**config.mk**
```make
export PLATFORM = sky130hd
export DESIGN_NAME = fp_div_sched
export DESIGN_NICKNAME = d
export VERILOG_FILES = /design/src/rtl/fp_pkg.sv /design/src/rtl/rr_arb2.sv /design/src/rtl/fp_div_sched.sv
export SDC_FILE = /design/constraint.sdc
export NUM_CORES = 1
export LEC_CHECK = 0
export BUFFER_PORTS_ARGS = -buffer_cell sky130_fd_sc_hd__buf_2
export CORE_MARGIN = 1.5
export CORE_UTILIZATION = 47
export CTS_BUF_LIST = sky130_fd_sc_hd__clkbuf_4 sky130_fd_sc_hd__clkbuf_8 sky130_fd_sc_hd__clkbuf_16
export CTS_CLUSTER_DIAMETER = 100
export DETAILED_ROUTE_END_ITERATION = 10
export PLACE_DENSITY = 0.88
export SYNTH_ARGS = -nofsm -noshare
export SYNTH_HDL_FRONTEND = slang
export SYNTH_SLANG_ARGS = --single-unit
export TNS_END_PERCENT = 100
```
**constraint.sdc**
```tcl
create_clock -name clk_i -period 2.04 [get_ports clk_i]
set_input_delay 0.102 -clock clk_i [delete_from_list [all_inputs] [get_ports clk_i]]
set_output_delay 0.102 -clock clk_i [all_outputs]
set_load 0.03 [all_outputs]
```
**src/rtl/fp_pkg.sv**
```systemverilog
// Shared constants for the single-precision divider scheduler: rounding modes,
// canonical qNaN, flag-vector bit positions and the scheduler FSM encoding.
package fp_pkg;

    localparam logic [2:0] RmRne = 3'd0;
    localparam logic [2:0] RmRz  = 3'd1;
    localparam logic [2:0] RmRd  = 3'd2;
    localparam logic [2:0] RmRu  = 3'd3;
    localparam logic [2:0] RmRna = 3'd4;

    localparam logic [31:0] QNaN = 32'h7FC0_0000;

    // rsp_flags layout: {ov, un, inv, div_zero, inexact}
    localparam int unsigned FlagOv = 4;
    localparam int unsigned FlagUn = 3;
    localparam int unsigned FlagInv = 2;
    localparam int unsigned FlagDz = 1;
    localparam int unsigned FlagNx = 0;

    typedef enum logic [1:0] {
        StIdle = 2'd0,
        StBusy = 2'd1,
        StResp = 2'd2
    } state_e;

endpackage

```
**src/rtl/rr_arb2.sv**
```systemverilog
// Two-way round-robin arbiter. On a tie the requester that did not win last
// time is granted; before any grant has been recorded requester 0 wins the tie.
module rr_arb2 (
    input  logic       clk_i,
    input  logic       rst_ni,
    input  logic [1:0] req_i,
    input  logic       en_i,
    output logic [1:0] gnt_o,
    input  logic       upd_i
);

    logic last_q, last_d;
    logic seen_q, seen_d;
    logic tie_pick;

    always_comb begin
        // last_q is only meaningful once a grant has been recorded
        tie_pick = seen_q ? ~last_q : 1'b0;
        gnt_o    = 2'b00;
        if (en_i) begin
            unique case (req_i)
                2'b01:   gnt_o = 2'b01;
                2'b10:   gnt_o = 2'b10;
                2'b11:   gnt_o = tie_pick ? 2'b10 : 2'b01;
                default: gnt_o = 2'b00;
            endcase
        end
    end

    always_comb begin
        last_d = last_q;
        seen_d = seen_q;
        if (upd_i) begin
            last_d = gnt_o[1];
            seen_d = 1'b1;
        end
    end

    always_ff @(posedge clk_i or negedge rst_ni) begin
        if (!rst_ni) begin
            last_q <= 1'b0;
            seen_q <= 1'b0;
        end else begin
            last_q <= last_d;
            seen_q <= seen_d;
        end
    end

endmodule

```
**src/rtl/fp_div_sched.sv**
```systemverilog
// Shares one fp_div unit between two requesters: round-robin issue, one
// operation in flight, tagged response channel and a watchdog abort.
module fp_div_sched
    import fp_pkg::*;
#(
    parameter int unsigned W       = 32,
    parameter int unsigned MIN_LAT = 3,
    parameter int unsigned TIMEOUT = 64,
    parameter int unsigned CW      = 7
) (
    input  logic         clk_i,
    input  logic         rst_ni,

    input  logic [1:0]   req_valid_i,
    output logic [1:0]   req_ready_o,
    input  logic [W-1:0] req_a0_i,
    input  logic [W-1:0] req_b0_i,
    input  logic [W-1:0] req_a1_i,
    input  logic [W-1:0] req_b1_i,
    input  logic [2:0]   req_rm0_i,
    input  logic [2:0]   req_rm1_i,

    output logic         rsp_valid_o,
    input  logic         rsp_ready_i,
    output logic         rsp_id_o,
    output logic [W-1:0] rsp_out_o,
    output logic [4:0]   rsp_flags_o,
    output logic         rsp_timeout_o,

    output logic [W-1:0] div_in1_o,
    output logic [W-1:0] div_in2_o,
    output logic [2:0]   div_round_m_o,
    output logic         div_act_o,
    input  logic [W-1:0] div_out_i,
    input  logic         div_ov_i,
    input  logic         div_un_i,
    input  logic         div_inv_i,
    input  logic         div_zero_i,
    input  logic         div_inexact_i,
    input  logic         div_done_i
);

    localparam logic [CW-1:0] MinLatC  = CW'(MIN_LAT);
    localparam logic [CW-1:0] TimeoutC = CW'(TIMEOUT);
    localparam logic [CW-1:0] CntMax   = {CW{1'b1}};

    state_e state_q, state_d;

    logic [1:0]   gnt;
    logic         arb_en;
    logic         accept;
    logic         busy;
    logic         done_ok;
    logic         tmo;

    logic [CW-1:0] cnt_q, cnt_d;
    logic [W-1:0]  op_a_q, op_b_q;
    logic [2:0]    op_rm_q;
    logic          op_id_q;
    logic [W-1:0]  rsp_out_q;
    logic [4:0]    rsp_flags_q, div_flags;
    logic          rsp_timeout_q;

    rr_arb2 u_arb (
        .clk_i  (clk_i),
        .rst_ni (rst_ni),
        .req_i  (req_valid_i),
        .en_i   (arb_en),
        .gnt_o  (gnt),
        .upd_i  (accept)
    );

    assign accept  = |(req_valid_i & gnt);
    assign busy    = (state_q == StBusy);
    // Early done pulses are stale leftovers from the previous operation
    assign done_ok = div_done_i && (cnt_q >= MinLatC);
    assign tmo     = (cnt_q >= TimeoutC);

    always_comb begin
        div_flags          = 5'b00000;
        div_flags[FlagOv]  = div_ov_i;
        div_flags[FlagUn]  = div_un_i;
        div_flags[FlagInv] = div_inv_i;
        div_flags[FlagDz]  = div_zero_i;
        div_flags[FlagNx]  = div_inexact_i;
    end

    // FSM: state register
    always_ff @(posedge clk_i or negedge rst_ni) begin
        if (!rst_ni) begin
            state_q <= StIdle;
        end else begin
            state_q <= state_d;
        end
    end

    // FSM: next state; done is checked first so it wins over a same-cycle timeout
    always_comb begin
        state_d = state_q;
        unique case (state_q)
            StIdle:  if (accept) state_d = StBusy;
            StBusy:  if (done_ok || tmo) state_d = StResp;
            StResp:  if (rsp_ready_i) state_d = StIdle;
            default: state_d = StIdle;
        endcase
    end

    // FSM: outputs
    always_comb begin
        arb_en      = (state_q == StIdle);
        div_act_o   = (state_q == StBusy);
        rsp_valid_o = (state_q == StResp);
        req_ready_o = gnt;
    end

    always_comb begin
        cnt_d = '0;
        if (busy) begin
            cnt_d = (cnt_q == CntMax) ? cnt_q : cnt_q + 1'b1;
        end
    end

    always_ff @(posedge clk_i or negedge rst_ni) begin
        if (!rst_ni) begin
            cnt_q   <= '0;
            op_a_q  <= '0;
            op_b_q  <= '0;
            op_rm_q <= '0;
            op_id_q <= 1'b0;
        end else begin
            cnt_q <= cnt_d;
            if (accept) begin
                op_a_q  <= gnt[1] ? req_a1_i : req_a0_i;
                op_b_q  <= gnt[1] ? req_b1_i : req_b0_i;
                op_rm_q <= gnt[1] ? req_rm1_i : req_rm0_i;
                op_id_q <= gnt[1];
            end
        end
    end

    always_ff @(posedge clk_i or negedge rst_ni) begin
        if (!rst_ni) begin
            rsp_out_q     <= '0;
            rsp_flags_q   <= '0;
            rsp_timeout_q <= 1'b0;
        end else if (busy && done_ok) begin
            rsp_out_q     <= div_out_i;
            rsp_flags_q   <= div_flags;
            rsp_timeout_q <= 1'b0;
        end else if (busy && tmo) begin
            rsp_out_q            <= W'(QNaN);
            rsp_flags_q          <= 5'b00000;
            rsp_flags_q[FlagInv] <= 1'b1;
            rsp_timeout_q        <= 1'b1;
        end
    end

    assign div_in1_o     = op_a_q;
    assign div_in2_o     = op_b_q;
    assign div_round_m_o = op_rm_q;

    assign rsp_id_o      = op_id_q;
    assign rsp_out_o     = rsp_out_q;
    assign rsp_flags_o   = rsp_flags_q;
    assign rsp_timeout_o = rsp_timeout_q;

endmodule

```
; Yosys cells after proc, flatten, opt, wreduce, memory -nomap -nowiden
; Index checks and enable logic that the tools add are counted.
; W data, S select, Z words.
[word_totals]
register_bits = 116
in_bits = 177
output_inout_bits = 110
wordCells = 52
[op_classes]
addsub = 1
magnitude_cmp = 2
eq_ne = 10
n_mux = 19
n_bitwise = 2
reduce_logical = 8
[ops]
columns = cell, n
row1 = $mux W32, 4
row2 = $mux W7, 2
row3 = $pmux W2 S3, 2
row4 = $mux W2, 5
row5 = $mux W5, 2
row6 = $add A7 B1 Y7 const B, 1
row7 = $eq A7 B7 Y1 const B, 1
row8 = $ge A7 B2 Y1 const B, 1
row9 = $ge A7 B7 Y1 const B, 1
row10 = $eq A2 B2 Y1 const B, 3
row11 = $ne A2 B1 Y1 const B, 3
row12 = $eq A2 B1 Y1 const B, 2
row13 = $logic_and A1 B1 Y1, 3
row14 = $mux W1, 3
row15 = $mux W3, 1
row16 = $reduce_and A3 Y1, 1
row17 = $and A2 B2 Y2, 1
row18 = $logic_not A2 Y1, 1
row19 = $ne A2 B2 Y1 const B, 1
row20 = $reduce_bool A2 Y1, 1
row21 = $reduce_or A2 Y1, 1
row22 = $logic_or A1 B1 Y1, 1
row23 = $not A1 Y1, 1

; Depth between registers and ports, before layout
[depth]
word_depth = 9
depth_mapped = 7
depth_no_buf = 4

; Hierarchy
; Synthesis repeated with hierarchy kept, for this count alone.
[unflattened]
hier_cells = 447
hier_area_um2 = 5118.7
[by_module_without_submodules]
columns = module, instances, cells_each, area_per_inst_um2, seq_area_each_um2
row1 = fp_div_sched, 1, 438, 5007.3, 2877.8
row2 = rr_arb2, 1, 9, 111.4, 50.0

; Least setup slack after synthesis
; OpenSTA, ideal clock, no wires.
[synth_path]
kind = register -> output
start = register state_q[0]
end = output req_ready_o[0]
arrival_time_ns = 1.834
required_time_ns = 1.938
setup_slack_ns = 0.104
path_stages_with_launch = 5
n_path_buf = 2
path_cell_list = dfrtp_1 -> or2_1 -> clkbuf_1 -> clkbuf_1 -> a211oi_1
[synth_via]
elab_chain_cells = 2
[synth_rtl]
columns = item, line_no
row1 = "start, declared", fp_div_sched.sv:47  ; state_e state_q, state_d;
row2 = "start signal, assigned", fp_div_sched.sv:91  ; state_q <= StIdle;
row3 = "start signal, assigned", fp_div_sched.sv:93  ; state_q <= state_d;
row4 = $logic_not A2 Y1, fp_div_sched.sv:110  ; arb_en = (state_q == StIdle);
row5 = $mux W2, rr_arb2.sv:20  ; if (en_i) begin
row6 = "end, declared", fp_div_sched.sv:15  ; output logic [1:0] req_ready_o,
; Every way passes these cells.

; Worst setup path after layout
[layout_path]
start = register state_q[1]
end = output req_ready_o[0]
; The elaborated chain is that of the path after synthesis.

==> results.cfg <==
[detailed_routing]
ant_nets = 0
route.detailed.vias_per_inst = 6.06
drc = 0
wl_per_cell_microns = 19.9
vias = 6919
dr.pass1.iters = 5
drt_iter0_drc = 897
drt_wl_total_mm = 22.7

[synthesis]
syn_avg_cell_area_sq_um = 9.82
synth_flop_cell = dfrtp_1
syn_inst = 620
async_flop_share = 1.00
ys_types = 38
synth-edff-count = 0
synth-seq-area-share = 0.477
syn_area_sq_um = 6090
yosysWarnings = 0
syn-num-nets = 799
synth-seq-cells = 116

[sta]
setup_viol = 0
finalSetupTns_ns = 0
hold_viol_final = 0
finClkSkew_ns = 0.00704
fmax_mhz = 510
fin_ws_ns = 0.0787
fin_crit_ns = 1.96
tightest_slew_ns = 0.766
rsz0062_at_grt = no
maxSlewViolCount = 0
fin_crit_sh = 0.961
slew_headroom = 0.488

[floorplan]
io_pins = 287
row_count = 41
die_h_microns = 117
coreArea_sq_um = 12600
start_util = 0.482
die_x_microns = 117
fp.dieArea_sq_um = 13600

[placement]
pre_cts_ws_ns = 0.00153
gp_congestion = 0.888
placed_cell_area_sq_um = 7740
place_hpwl_mm = 12.5
io_buffers = 286

[critical_path]
r2r_slack_ns = 0.18
critPathCaptureType = output port
cp_max_fo = 34
required_ns = 1.94
r2r-start = cnt_q[5]
ff2ff_path_depth = 4
worst_ep_arrival_time_ns = 1.86
startpoint_type = flip-flop
path_class = flip-flop to output port
r2r_end = rsp_out_o[14]

[clocking]
numCtsBuffers = 17
cts_tree = yes
cts_sinks = 116
path_clk_slew_ns = 0.05
clock_path_buffers = 2
root_buffer = clkbuf_16
post_cts_buffers = 0
cts_max_level = 4
clk_latency_ns = 0.42

[grt]
grt_max_degree = 71
grt_antenna_before_repair = 0
gr-total-overflow = 0
grt_pass1_vias = 6860
groute.usage.overall = 0.326
grt_pass1_wl_mm = 34.0

[power_and_ir_drop]
powerDensity_nw_per_um2 = 1620
power.total_mw = 15.1
peakVddDrop_uv = 927
leakage_nw = 4.50

[final_layout]
final_nets = 1134
final_cell_mix = buf_2 (283), o21ai_0 (134), dfrtp_1 (114)
drive_above_1_share = 0.367
area_delta_synth_final_pct = 52.4
layout_commonest_cell = buf_2
design_area_sq_um = 9280

[run_status]
status = completed

[hold_path]
hp-start = req_b0_i[7]
hold_depth = 3
hold_class = primary input to flip-flop
hold_path_end = div_in2_o[7]

[run]
maxCapViolCount = 0
-- critical path: stages, from the launching register on --
cell and delay (ns):
dfrtp_2 0.40, buf_4 0.20, or2_4 0.26, buf_12 0.17, a211oi_2 0.20, buf_4 0.19
-- Yosys cell counts (all sizes together), types with 2 or more instances --
cell | count | area [sq um]
and3 | 2 | 12.5
a21oi | 3 | 15.0
nor3 | 2 | 10.0
a31oi | 3 | 18.8
nor4bb | 67 | 671
o311ai | 67 | 587
o22a | 10 | 87.6
o211ai | 2 | 15.0
a211oi | 3 | 22.5
clkbuf | 65 | 244
dfrtp | 116 | 2900
a211o | 2 | 17.5
buf | 9 | 71.3
nand3 | 4 | 20.0
nor2 | 4 | 15.0
nand2 | 3 | 11.3
ha | 2 | 25.0
a22o | 27 | 236
inv | 72 | 270
o211a | 2 | 20.0
nand2b | 4 | 25.0
o21ai | 140 | 701
-- registers in the layout, summed over array words and instances (netlist names) --
name / flops
div_round_m_o: 3
div_in1_o: 32
rsp_id_o: 1
rsp_timeout_o: 1
u_arb.seen_q: 1
cnt_q: 7
div_in2_o: 32
state_q: 2
rsp_flags_o: 5
rsp_out_o: 32
-- per-stage QoR --
step	std cells	hold WS (ns)	util
2_1_floorplan	620	-0.194	-
3_3_place_gp	1027	0.0421	0.613
3_5_place_dp	1027	0.0446	0.613
4_1_cts	1139	0.000280	0.732
5_1_grt	1140	0.00806	0.735
6_report	1141	0.00830	0.735
-- power breakdown --
group / switching, mW / leakage [nW] / internal, mW
Clock: 1.08 / 0.315 / 2.22
Combinational: 5.16 / 2.78 / 2.54
Sequential: 0.633 / 1.40 / 3.43
Total: 6.88 / 4.50 / 8.20
-- kinds of logic after synthesis --
logic type / count (synthesis) / share of synthesized area
AO/OA/AOI/OAI: 264 / 0.289
buffers and inverters: 146 / 0.0962
flip-flops: 116 / 0.477
AND/OR/NAND/NOR: 91 / 0.132
adder cells (fa/ha/maj): 2 / 0.00411
multiplexers: 1 / 0.00164
-- layer usage --
metal  vias up  part of all wire  GRT usage
met4         0             0.047      0.186
met1      3322              0.37      0.373
li1       3018                 -          -
met3       105             0.074     0.0953
met2       474              0.51      0.546
met5         -                 0          0
-- repair_timing --
| action | CTS | global route |
|---|---|---|
| setup endpoints to repair | 12 | 2 |
| endpoints found under the hold margin | 101 | 0 |
| hold buffers | 79 | 0 |
| pin swaps | 0 | 0 |
| gates cloned | 1 | 1 |
| gates resized for setup | 7 | 2 |
-- layout make-up --
class | instances | area (sq um)
fillers | 865 | 3340
flip-flops and latches | 116 | 2910
multi-input cells | 358 | 2650
repair buffers | 390 | 2580
clock buffers | 19 | 453
inverters | 72 | 270
well taps | 172 | 215
clock inverters | 13 | 205
diodes | 1 | 2.50
-- worst max path at each step --
| stage | start | endpoint | slack [ns] | cells past startpoint |
|---|---|---|---|---|
| floorplan | state_q[0] | req_ready_o[0] | 0.10 | 4 |
| global placement | cnt_q[0] | rsp_out_o[23] | 0.11 | 4 |
| detailed placement | cnt_q[0] | rsp_out_o[30] | 0.002 | 4 |
| CTS | state_q[1] | req_ready_o[0] | 0.03 | 5 |
| global route | state_q[1] | req_ready_o[0] | 0.005 | 5 |
| finish | state_q[1] | req_ready_o[0] | 0.08 | 5 |
No activity file was read; power rests on OpenSTA's default activity.
